**src/rtl/fc_input_streamer_pkg.sv**
```systemverilog
// Shared constants and TX state encoding for the FC input streamer.
// The default sizes match those used by the fully_connected block.
package fc_input_streamer_pkg;

  localparam int unsigned FcDw           = 12;
  localparam int unsigned FcFrameLen     = 16;
  localparam int unsigned FcComputeBeats = 11;
  localparam int unsigned FcGapCycles    = 0;

  typedef enum logic [1:0] {
    StIdle = 2'd0,
    StFeat = 2'd1,
    StStrb = 2'd2,
    StGap  = 2'd3
  } tx_state_e;

  // Width of a counter that must reach max(a, b, c) - 1.
  function automatic int unsigned cnt_width(input int unsigned a, input int unsigned b,
                                            input int unsigned c);
    int unsigned m;
    m = a;
    if (b > m) m = b;
    if (c > m) m = c;
    return (m > 1) ? $clog2(m) : 1;
  endfunction

endpackage

```
**src/rtl/fc_pingpong_buf.sv**
```systemverilog
// Two-bank frame buffer: one write port, one registered read port, per-bank full flags.
// The read register clears to zero whenever no read is issued.
module fc_pingpong_buf #(
  parameter int unsigned DEPTH = 16,
  parameter int unsigned WIDTH = 36,
  parameter int unsigned ADDRW = (DEPTH > 1) ? $clog2(DEPTH) : 1
) (
  input  logic             clk,
  input  logic             rst_n,
  input  logic             wr_en,
  input  logic             wr_bank,
  input  logic [ADDRW-1:0] wr_addr,
  input  logic [WIDTH-1:0] wr_data,
  input  logic             set_full,
  input  logic             rd_en,
  input  logic             rd_bank,
  input  logic [ADDRW-1:0] rd_addr,
  input  logic             rel,
  output logic [WIDTH-1:0] rd_data,
  output logic [1:0]       full
);

  logic [WIDTH-1:0] mem [2][DEPTH];
  logic [1:0]       full_d;

  always_ff @(posedge clk) begin
    if (wr_en) begin
      mem[wr_bank][wr_addr] <= wr_data;
    end
  end

  always_ff @(posedge clk or negedge rst_n) begin
    if (!rst_n) begin
      rd_data <= '0;
    end else if (rd_en) begin
      rd_data <= mem[rd_bank][rd_addr];
    end else begin
      rd_data <= '0;
    end
  end

  // Set and release always target different banks, so both may land in one cycle.
  always_comb begin
    full_d = full;
    if (rel) full_d[rd_bank] = 1'b0;
    if (set_full) full_d[wr_bank] = 1'b1;
  end

  always_ff @(posedge clk or negedge rst_n) begin
    if (!rst_n) begin
      full <= 2'b00;
    end else begin
      full <= full_d;
    end
  end

endmodule

```
**src/rtl/fc_input_streamer.sv**
```systemverilog
// Collects 3-channel feature frames into a ping-pong buffer and replays each one to the
// FC layer as FRAME_LEN feature beats followed by COMPUTE_BEATS zero strobes.
module fc_input_streamer
  import fc_input_streamer_pkg::*;
#(
  parameter int unsigned FRAME_LEN     = FcFrameLen,
  parameter int unsigned COMPUTE_BEATS = FcComputeBeats,
  parameter int unsigned GAP_CYCLES    = FcGapCycles,
  parameter int unsigned DW            = FcDw
) (
  input  logic          clk,
  input  logic          rst_n,
  input  logic          valid_in,
  input  logic [DW-1:0] data_in_1,
  input  logic [DW-1:0] data_in_2,
  input  logic [DW-1:0] data_in_3,
  output logic          in_ready,
  output logic          valid_out,
  output logic [DW-1:0] data_out_1,
  output logic [DW-1:0] data_out_2,
  output logic [DW-1:0] data_out_3,
  output logic          busy,
  output logic          frame_sent
);

  localparam int unsigned CntW  = cnt_width(FRAME_LEN, COMPUTE_BEATS, GAP_CYCLES + 1);
  localparam int unsigned AddrW = (FRAME_LEN > 1) ? $clog2(FRAME_LEN) : 1;

  localparam logic [CntW-1:0]  FeatLast = CntW'(FRAME_LEN - 1);
  localparam logic [CntW-1:0]  StrbLast = CntW'(COMPUTE_BEATS - 1);
  localparam logic [CntW-1:0]  StrbPen  = CntW'(COMPUTE_BEATS - 2);
  localparam logic [CntW-1:0]  GapLast  = CntW'(GAP_CYCLES - 2);
  localparam logic [AddrW-1:0] WrLast   = AddrW'(FRAME_LEN - 1);

  logic [1:0]       full;
  logic [3*DW-1:0]  rd_data;

  // Write side
  logic [AddrW-1:0] wr_cnt_q, wr_cnt_d;
  logic             wr_bank_q, wr_bank_d;
  logic             accept, set_full;

  assign in_ready = ~full[wr_bank_q];
  assign accept   = valid_in & in_ready;
  assign set_full = accept & (wr_cnt_q == WrLast);

  always_comb begin
    wr_cnt_d  = wr_cnt_q;
    wr_bank_d = wr_bank_q;
    if (set_full) begin
      wr_cnt_d  = '0;
      wr_bank_d = ~wr_bank_q;
    end else if (accept) begin
      wr_cnt_d = wr_cnt_q + AddrW'(1);
    end
  end

  always_ff @(posedge clk or negedge rst_n) begin
    if (!rst_n) begin
      wr_cnt_q  <= '0;
      wr_bank_q <= 1'b0;
    end else begin
      wr_cnt_q  <= wr_cnt_d;
      wr_bank_q <= wr_bank_d;
    end
  end

  // TX side
  tx_state_e        state_q, state_d;
  logic [CntW-1:0]  cnt_q, cnt_d;
  logic             rd_bank_q, rd_bank_d;
  logic             valid_q, valid_d;
  logic             sent_q, sent_d;
  logic             rd_en, rel;
  logic [AddrW-1:0] rd_addr;

  // The read for the next output beat is issued in the current cycle, so the registered
  // read data lines up with the registered valid.
  always_comb begin
    state_d   = state_q;
    cnt_d     = cnt_q;
    rd_bank_d = rd_bank_q;
    valid_d   = 1'b0;
    sent_d    = 1'b0;
    rd_en     = 1'b0;
    rd_addr   = '0;
    rel       = 1'b0;
    unique case (state_q)
      StIdle: begin
        if (full[rd_bank_q]) begin
          state_d = StFeat;
          cnt_d   = '0;
          valid_d = 1'b1;
          rd_en   = 1'b1;
        end
      end
      StFeat: begin
        valid_d = 1'b1;
        if (cnt_q == FeatLast) begin
          state_d = StStrb;
          cnt_d   = '0;
          sent_d  = (COMPUTE_BEATS == 1);
        end else begin
          cnt_d   = cnt_q + CntW'(1);
          rd_en   = 1'b1;
          rd_addr = AddrW'(cnt_q + CntW'(1));
        end
      end
      StStrb: begin
        if (cnt_q == StrbLast) begin
          rel       = 1'b1;
          rd_bank_d = ~rd_bank_q;
          cnt_d     = '0;
          // IDLE always costs one idle cycle, so GAP covers the remaining GAP_CYCLES-1.
          state_d   = (GAP_CYCLES > 1) ? StGap : StIdle;
        end else begin
          valid_d = 1'b1;
          cnt_d   = cnt_q + CntW'(1);
          sent_d  = (cnt_q == StrbPen);
        end
      end
      StGap: begin
        if (cnt_q == GapLast) begin
          state_d = StIdle;
          cnt_d   = '0;
        end else begin
          cnt_d = cnt_q + CntW'(1);
        end
      end
      default: state_d = StIdle;
    endcase
  end

  always_ff @(posedge clk or negedge rst_n) begin
    if (!rst_n) begin
      state_q   <= StIdle;
      cnt_q     <= '0;
      rd_bank_q <= 1'b0;
      valid_q   <= 1'b0;
      sent_q    <= 1'b0;
    end else begin
      state_q   <= state_d;
      cnt_q     <= cnt_d;
      rd_bank_q <= rd_bank_d;
      valid_q   <= valid_d;
      sent_q    <= sent_d;
    end
  end

  fc_pingpong_buf #(
    .DEPTH(FRAME_LEN),
    .WIDTH(3 * DW),
    .ADDRW(AddrW)
  ) u_buf (
    .clk     (clk),
    .rst_n   (rst_n),
    .wr_en   (accept),
    .wr_bank (wr_bank_q),
    .wr_addr (wr_cnt_q),
    .wr_data ({data_in_1, data_in_2, data_in_3}),
    .set_full(set_full),
    .rd_en   (rd_en),
    .rd_bank (rd_bank_q),
    .rd_addr (rd_addr),
    .rel     (rel),
    .rd_data (rd_data),
    .full    (full)
  );

  assign valid_out  = valid_q;
  assign frame_sent = sent_q;
  assign busy       = (state_q != StIdle);
  assign data_out_1 = rd_data[3*DW-1:2*DW];
  assign data_out_2 = rd_data[2*DW-1:DW];
  assign data_out_3 = rd_data[DW-1:0];

endmodule

```
**config.mk**
```make
export PLATFORM = sky130hd
export DESIGN_NAME = fc_input_streamer
export DESIGN_NICKNAME = d
export VERILOG_FILES = /design/src/rtl/fc_input_streamer_pkg.sv /design/src/rtl/fc_pingpong_buf.sv /design/src/rtl/fc_input_streamer.sv
export SDC_FILE = /design/constraint.sdc
export NUM_CORES = 1
export LEC_CHECK = 0
export ABC_AREA = 1
export CAP_MARGIN = 30
export CORE_UTILIZATION = 40
export CTS_BUF_LIST = sky130_fd_sc_hd__clkbuf_16
export DETAILED_ROUTE_END_ITERATION = 12
export HOLD_SLACK_MARGIN = 0.02
export PLACE_DENSITY = 0.53
export SLEW_MARGIN = 20
export SYNTH_ARGS = -nofsm -noshare
export SYNTH_HDL_FRONTEND = slang
export SYNTH_HIERARCHICAL = 1
export SYNTH_SLANG_ARGS = --single-unit
```
**constraint.sdc**
```tcl
create_clock -name clk -period 13.37 [get_ports clk]
set_input_delay 2.674 -clock clk [delete_from_list [all_inputs] [get_ports clk]]
set_output_delay 2.674 -clock clk [all_outputs]
set_load 0.005 [all_outputs]
```
======== Word-level counts from Yosys, hierarchy flattened ========
Memory sizes are Yosys's and may differ from the RTL's.
Index checks and enable logic that the tools add are counted.
operators by class
  $add $sub $neg .......................... 2
  $lt $le $gt $ge ......................... 7
  equality and inequality tests ........... 12
  muxes and demuxes ....................... 40
  bitwise operators ....................... 10
  reductions and logical operators ........ 8
operator list
  cell                                                                  number
  576-bit two-way mux                                                   1
  36-bit binary-select mux with 4-bit select                            1
  36-bit demux with 4-bit select                                        1
  36-bit two-way mux                                                    4
  4-bit two-way mux                                                     7
  4-bit == test, second input constant                                  5
  4-bit one-hot mux with 4 select lines                                 1
  1-bit two-way mux                                                     14
  2-bit two-way mux                                                     6
  5-bit >= comparator, second input constant                            2
  4-bit inverter with 5-bit output                                      2
  4-bit by 1-bit adder with 4-bit output, second input constant         2
  2-bit inequality test, second input constant                          4
  2-bit one-hot mux with 4 select lines                                 1
  5-bit by 1-bit < comparator with 1-bit output, second input constant  1
  2-bit == test, second input constant                                  2
  1-bit by 2-bit < comparator with 1-bit output, second input constant  2
  4-bit AND reduction                                                   1
  2-bit nonzero test                                                    2
  1-bit logical AND                                                     3
  1-bit inverter                                                        3
  1-bit one-hot mux with 3 select lines                                 1
  1-bit AND                                                             2
  2-bit AND                                                             1
  other kinds (8)                                                       10
word-level totals
  flip-flop bits (word level) ............. 52
  RAM bits ................................ 1152
  bits of input ports ..................... 39
  output and inout bits ................... 40
  word-level logic and storage cells ...... 89
  memories ................................ 1
memory list
  memory     words  width  rd ports  clocked after memory_dff  wr ports  RTL line               RTL
  u_buf.mem  2      576    1         0                         1         fc_pingpong_buf.sv:23  logic [WIDTH-1:0] mem [2][DEPTH];

======== Longest topological paths before layout ========
  word-level depth ........................ 9
  depth in mapped cells ................... 15
  gate-level depth less buffers ........... 12

======== Modules after synthesis ========
The synthesis kept the hierarchy.
by module, submodules not included
  module             instances  cells each  area each (um^2)  seq. area each (um^2)
  fc_pingpong_buf    1          4027        47639.4           35544.1
  fc_input_streamer  1          107         802.0             350.3

======== Worst setup path before layout ========
Ideal clock, no wire load.
  path kind ............................... input to register
  start ................................... input valid_in
  end ..................................... memory u_buf/mem[0][144] (netlist bit), enable pin
  setup time .............................. 0.519 ns
  arrival time ............................ 6.650 ns
  slack ................................... 6.201 ns
  stages on the path ...................... 4
  path buffers ............................ 0
  path through ............................ inv_1 -> nor2_2 -> inv_1 -> nor4_1
on the way
  cells in the longest elaborated chain, start to end .. 3
RTL lines
  item                                       RTL line                 RTL
  start, declared                            fc_input_streamer.sv:13  input logic valid_in,
  1-bit AND                                  fc_input_streamer.sv:44  assign accept = valid_in & in_ready;
  net accept                                 fc_input_streamer.sv:41  logic accept, set_full;
  1-bit two-way mux                          fc_pingpong_buf.sv:27    if (wr_en) begin
  576-bit two-way mux (not written as such)  fc_pingpong_buf.sv:28    mem[wr_bank][wr_addr] <= wr_data;
  end, declared                              fc_pingpong_buf.sv:23
The timed path passes the listed nets, and every way through them passes these cells.

======== Worst setup path after layout ========
  start ................................... input valid_in
  end ..................................... memory u_buf/mem[1][365] (netlist bit), enable pin
Same word-level chain as after synthesis.

==> flow_summary.yaml <==
power_and_ir_drop:
  p_comb_share_pct: 4.3
  cellLeakagePower_nw: 19.9
  ir_drop_v: 0.000127
  pwr_density_cell_nw_per_um2: 149
  pwr-share-seq_pct: 52.9
  pwr-share-clk_pct: 42.8
  p_switching_w: 0.00182
  p_int_w: 0.00643
  swShare_pct: 22.1
clocking:
  cts.clk_slew.worst_paths_ns: 0.06
  hold_buffers: 0
  clock_latency_ns: 0.74
  cts.sinks: 1204
  cts_tree: "yes"
  post_cts_buffers: 0
  cts_buffers: 132
  htreeDepth: 4
  cts_root_buf: "clkbuf_16"
  ctsResizeCount: 0
  clockBufferDepth: 3
drt:
  via_count: 31200
  final_antenna_net_count: 0
  drt_first_pass_iters: 6
  viasPerCell: 5.28
  drt-initial-drc-count: 3089
  wirelength_um: 138000
  drc: 0
  wl_per_cell_um: 23.3
floorplanning:
  coreArea_um2: 120000
  dieArea_um2: 123000
  die_h_um: 350
  start_util_pct: 40.4
  io-pin-count: 79
  rows: 127
  die_x_um: 350
critical_path:
  crit_fanout: 19
  cpPeakStageDelay_ns: 0.66
  crit_slowest_cell: "nor2_4"
  critPathCaptureType: "flip-flop"
  r2r-end: "u_buf/rd_data[21]"
  rrSetupSlack_ns: 8.63
  critPathLaunchType: "input port"
  arrival_ns: 5.77
  worstReg2RegStart: "cnt_q[0]"
  reg2reg_depth: 14
  crit_chain: "clkdlybuf4s50_1 > inv_1 > nor2_2 > inv_1 > nor3_1 > nand2_1 > nor2_4 > buf_4"
  required_ns: 13.75
  timing_worst_setup_path_type: "input port to flip-flop"
  cp_common_cell: "inv_1"
placed_design:
  placed_cell_area_um2: 51100
  dpl_worst_slack_ns: 7.24
  port_buffers: 78
  place_congestion: 0.784
  dp_hpwl_um: 73400
synth:
  synth_top_area_share_pct: 71.4
  async_flop_share_pct: 4.32
  ys_seq_elements: 1204
  yosysTopAreaCell: "edfxtp_1"
  ys_top_cells_by_count: "nand2_1 (1452), edfxtp_1 (1152), nand3_1 (787)"
  synth_seq_area_share_pct: 74.1
  synth.cell_area_um2: 48400
  yosysUniqueCellTypes: 27
  syn_area_per_cell_um2: 11.7
  yosys-top-cells-area: "edfxtp_1 (71%), nand2_1 (11%), nand3_1 (8.1%), dfrtp_1 (2.7%), nor2_1 (2.0%)"
  synth.most_common_cell: "nand2_1"
  synth-edff-count: 1152
  syn_nets: 4177
  syn_inst: 4134
  synth_warnings: 6
  ys.flop_type: "edfxtp_1"
finish:
  layout-drive-gt1-share_pct: 8.00
  nets: 4242
  fillerInstances: 10800
  synthToLayoutAreaGrowth_pct: 14.2
  n_antenna_cell: 0
  final_area_um2: 55300
sta:
  fin_tns_setup_ns: 0
  fin_crit_ns: 5.39
  setup_ws_ns: 7.98
  clock.fmax_mhz: 186
  clock_skew_ns: 0.0318
  drv_slew: 0
  tightest_slew_ns: 0.999
  finalCritPeriodShare_pct: 40.3
  setup_viol: 0
  rsz0062_at_grt: "false"
  hold_violations: 0
  slew_headroom_pct: 33.4
worst_hold_path:
  whs_endpoint: "u_buf/full[0]"
  hold_path_class: "flip-flop to flip-flop"
  hold_depth: 2
  hp-start: "u_buf/full[0]"
grt:
  grt_usage_pct: 22.8
  antenna_found_initial: 5
  first_global_vias: 29700
  grt_first_pass_wirelength_um: 204000
  grt_max_degree: 162
  overflow: 0
outcome:
  status: "finished clean"
flow_run:
  drv_cap: 0
## worst max path at each step
stage / from / slack [ns] / to / cells past startpoint
floorplan: valid_in / 6.20 / u_buf/mem[0][144] / 4
global placement: valid_in / 7.18 / u_buf/mem[0][369] / 8
detailed placement: valid_in / 7.24 / u_buf/mem[0][369] / 8
CTS: valid_in / 8.03 / u_buf/mem[0][388] / 8
global route: valid_in / 7.82 / u_buf/mem[0][353] / 8
finish: valid_in / 7.98 / u_buf/mem[1][365] / 8
## layout by cell type, fill, tap and decap left out, drive strengths merged
| cell type | n |
|---|---|
| nand4 | 1 |
| clkinv | 48 |
| buf | 114 |
| ha | 4 |
| nand3b | 1 |
| nor4 | 2 |
| nand3 | 788 |
| o21ai | 102 |
| xnor2 | 2 |
| inv | 79 |
| xor2 | 2 |
| clkdlybuf4s50 | 70 |
| nor2 | 260 |
| a31oi | 1 |
| edfxtp | 1152 |
| a21oi | 5 |
| dfrtp | 52 |
| clkinvlp | 1 |
| nor3 | 16 |
| nand2 | 1454 |
| o211ai | 1 |
| bufinv | 10 |
| clkbuf | 137 |
## area by class of cell
class | instances | area [µm²] | area share (%)
repair buffers | 184 | 1680 | 3.04
clock buffers | 137 | 3430 | 6.20
well taps | 1612 | 2020 | 3.65
inverters | 38 | 174 | 0.314
clock inverters | 100 | 761 | 1.38
multi-input cells | 2639 | 11400 | 20.5
flip-flops and latches | 1204 | 35900 | 64.9
## power groups by stage
stage	clock network [W]	registers (W)	logic, W
6_report	0.00353	0.00436	0.000353
5_1_grt	0.00375	0.00437	0.000380
4_1_cts	0.00360	0.00436	0.000359
3_5_place_dp	0	0.00444	0.000358
3_3_place_gp	0	0.00444	0.000353
2_1_floorplan	0	0.00444	0.000128
## kinds of logic (layout without fill, tap and decap cells)
kind of cell    Yosys count  after routing  synth area share, %
simple gates           2522           2522                 21.7
flops                  1204           1204                 74.1
compound gates          109            109                 1.13
xor+xnor                  4              4               0.0723
buf+inv                 291            459                 2.92
fa+ha+maj                 4              4                0.103
## metrics by stage
| step | hold slack [ns] | total power [W] | instances | utilization (%) |
|---|---|---|---|---|
| 2_1_floorplan | 0.469 | 0.00457 | 4134 | - |
| 3_3_place_gp | 0.493 | 0.00479 | 5671 | 42.5 |
| 3_5_place_dp | 0.505 | 0.00480 | 5674 | 42.6 |
| 4_1_cts | 0.525 | 0.00832 | 5911 | 46.0 |
| 5_1_grt | 0.580 | 0.00850 | 5914 | 46.1 |
| 6_report | 0.532 | 0.00825 | 5914 | 46.1 |
## state kept, by name, summed over array words and instances (netlist names)
register and cells:
u_buf/mem 1152, u_buf/rd_data 36, cnt_q 4, wr_cnt_q 4
state_q 2, u_buf/full 2, frame_sent 1, rd_bank_q 1
valid_out 1, wr_bank_q 1
## layer usage
metal	GRT usage, %	up-vias	wire length, µm
li1	-	14500	-
met4	6.70	4	3290
met5	0	-	22
met2	35.6	1027	64000
met3	4.26	204	9780
met1	32.3	15500	61000
## worst max-delay path, delay by kind of cell
kind          cells  cell delay, ns
simple gates      4            1.86
buf+inv           4            1.21
No activity file was read; power rests on OpenSTA's default activity.
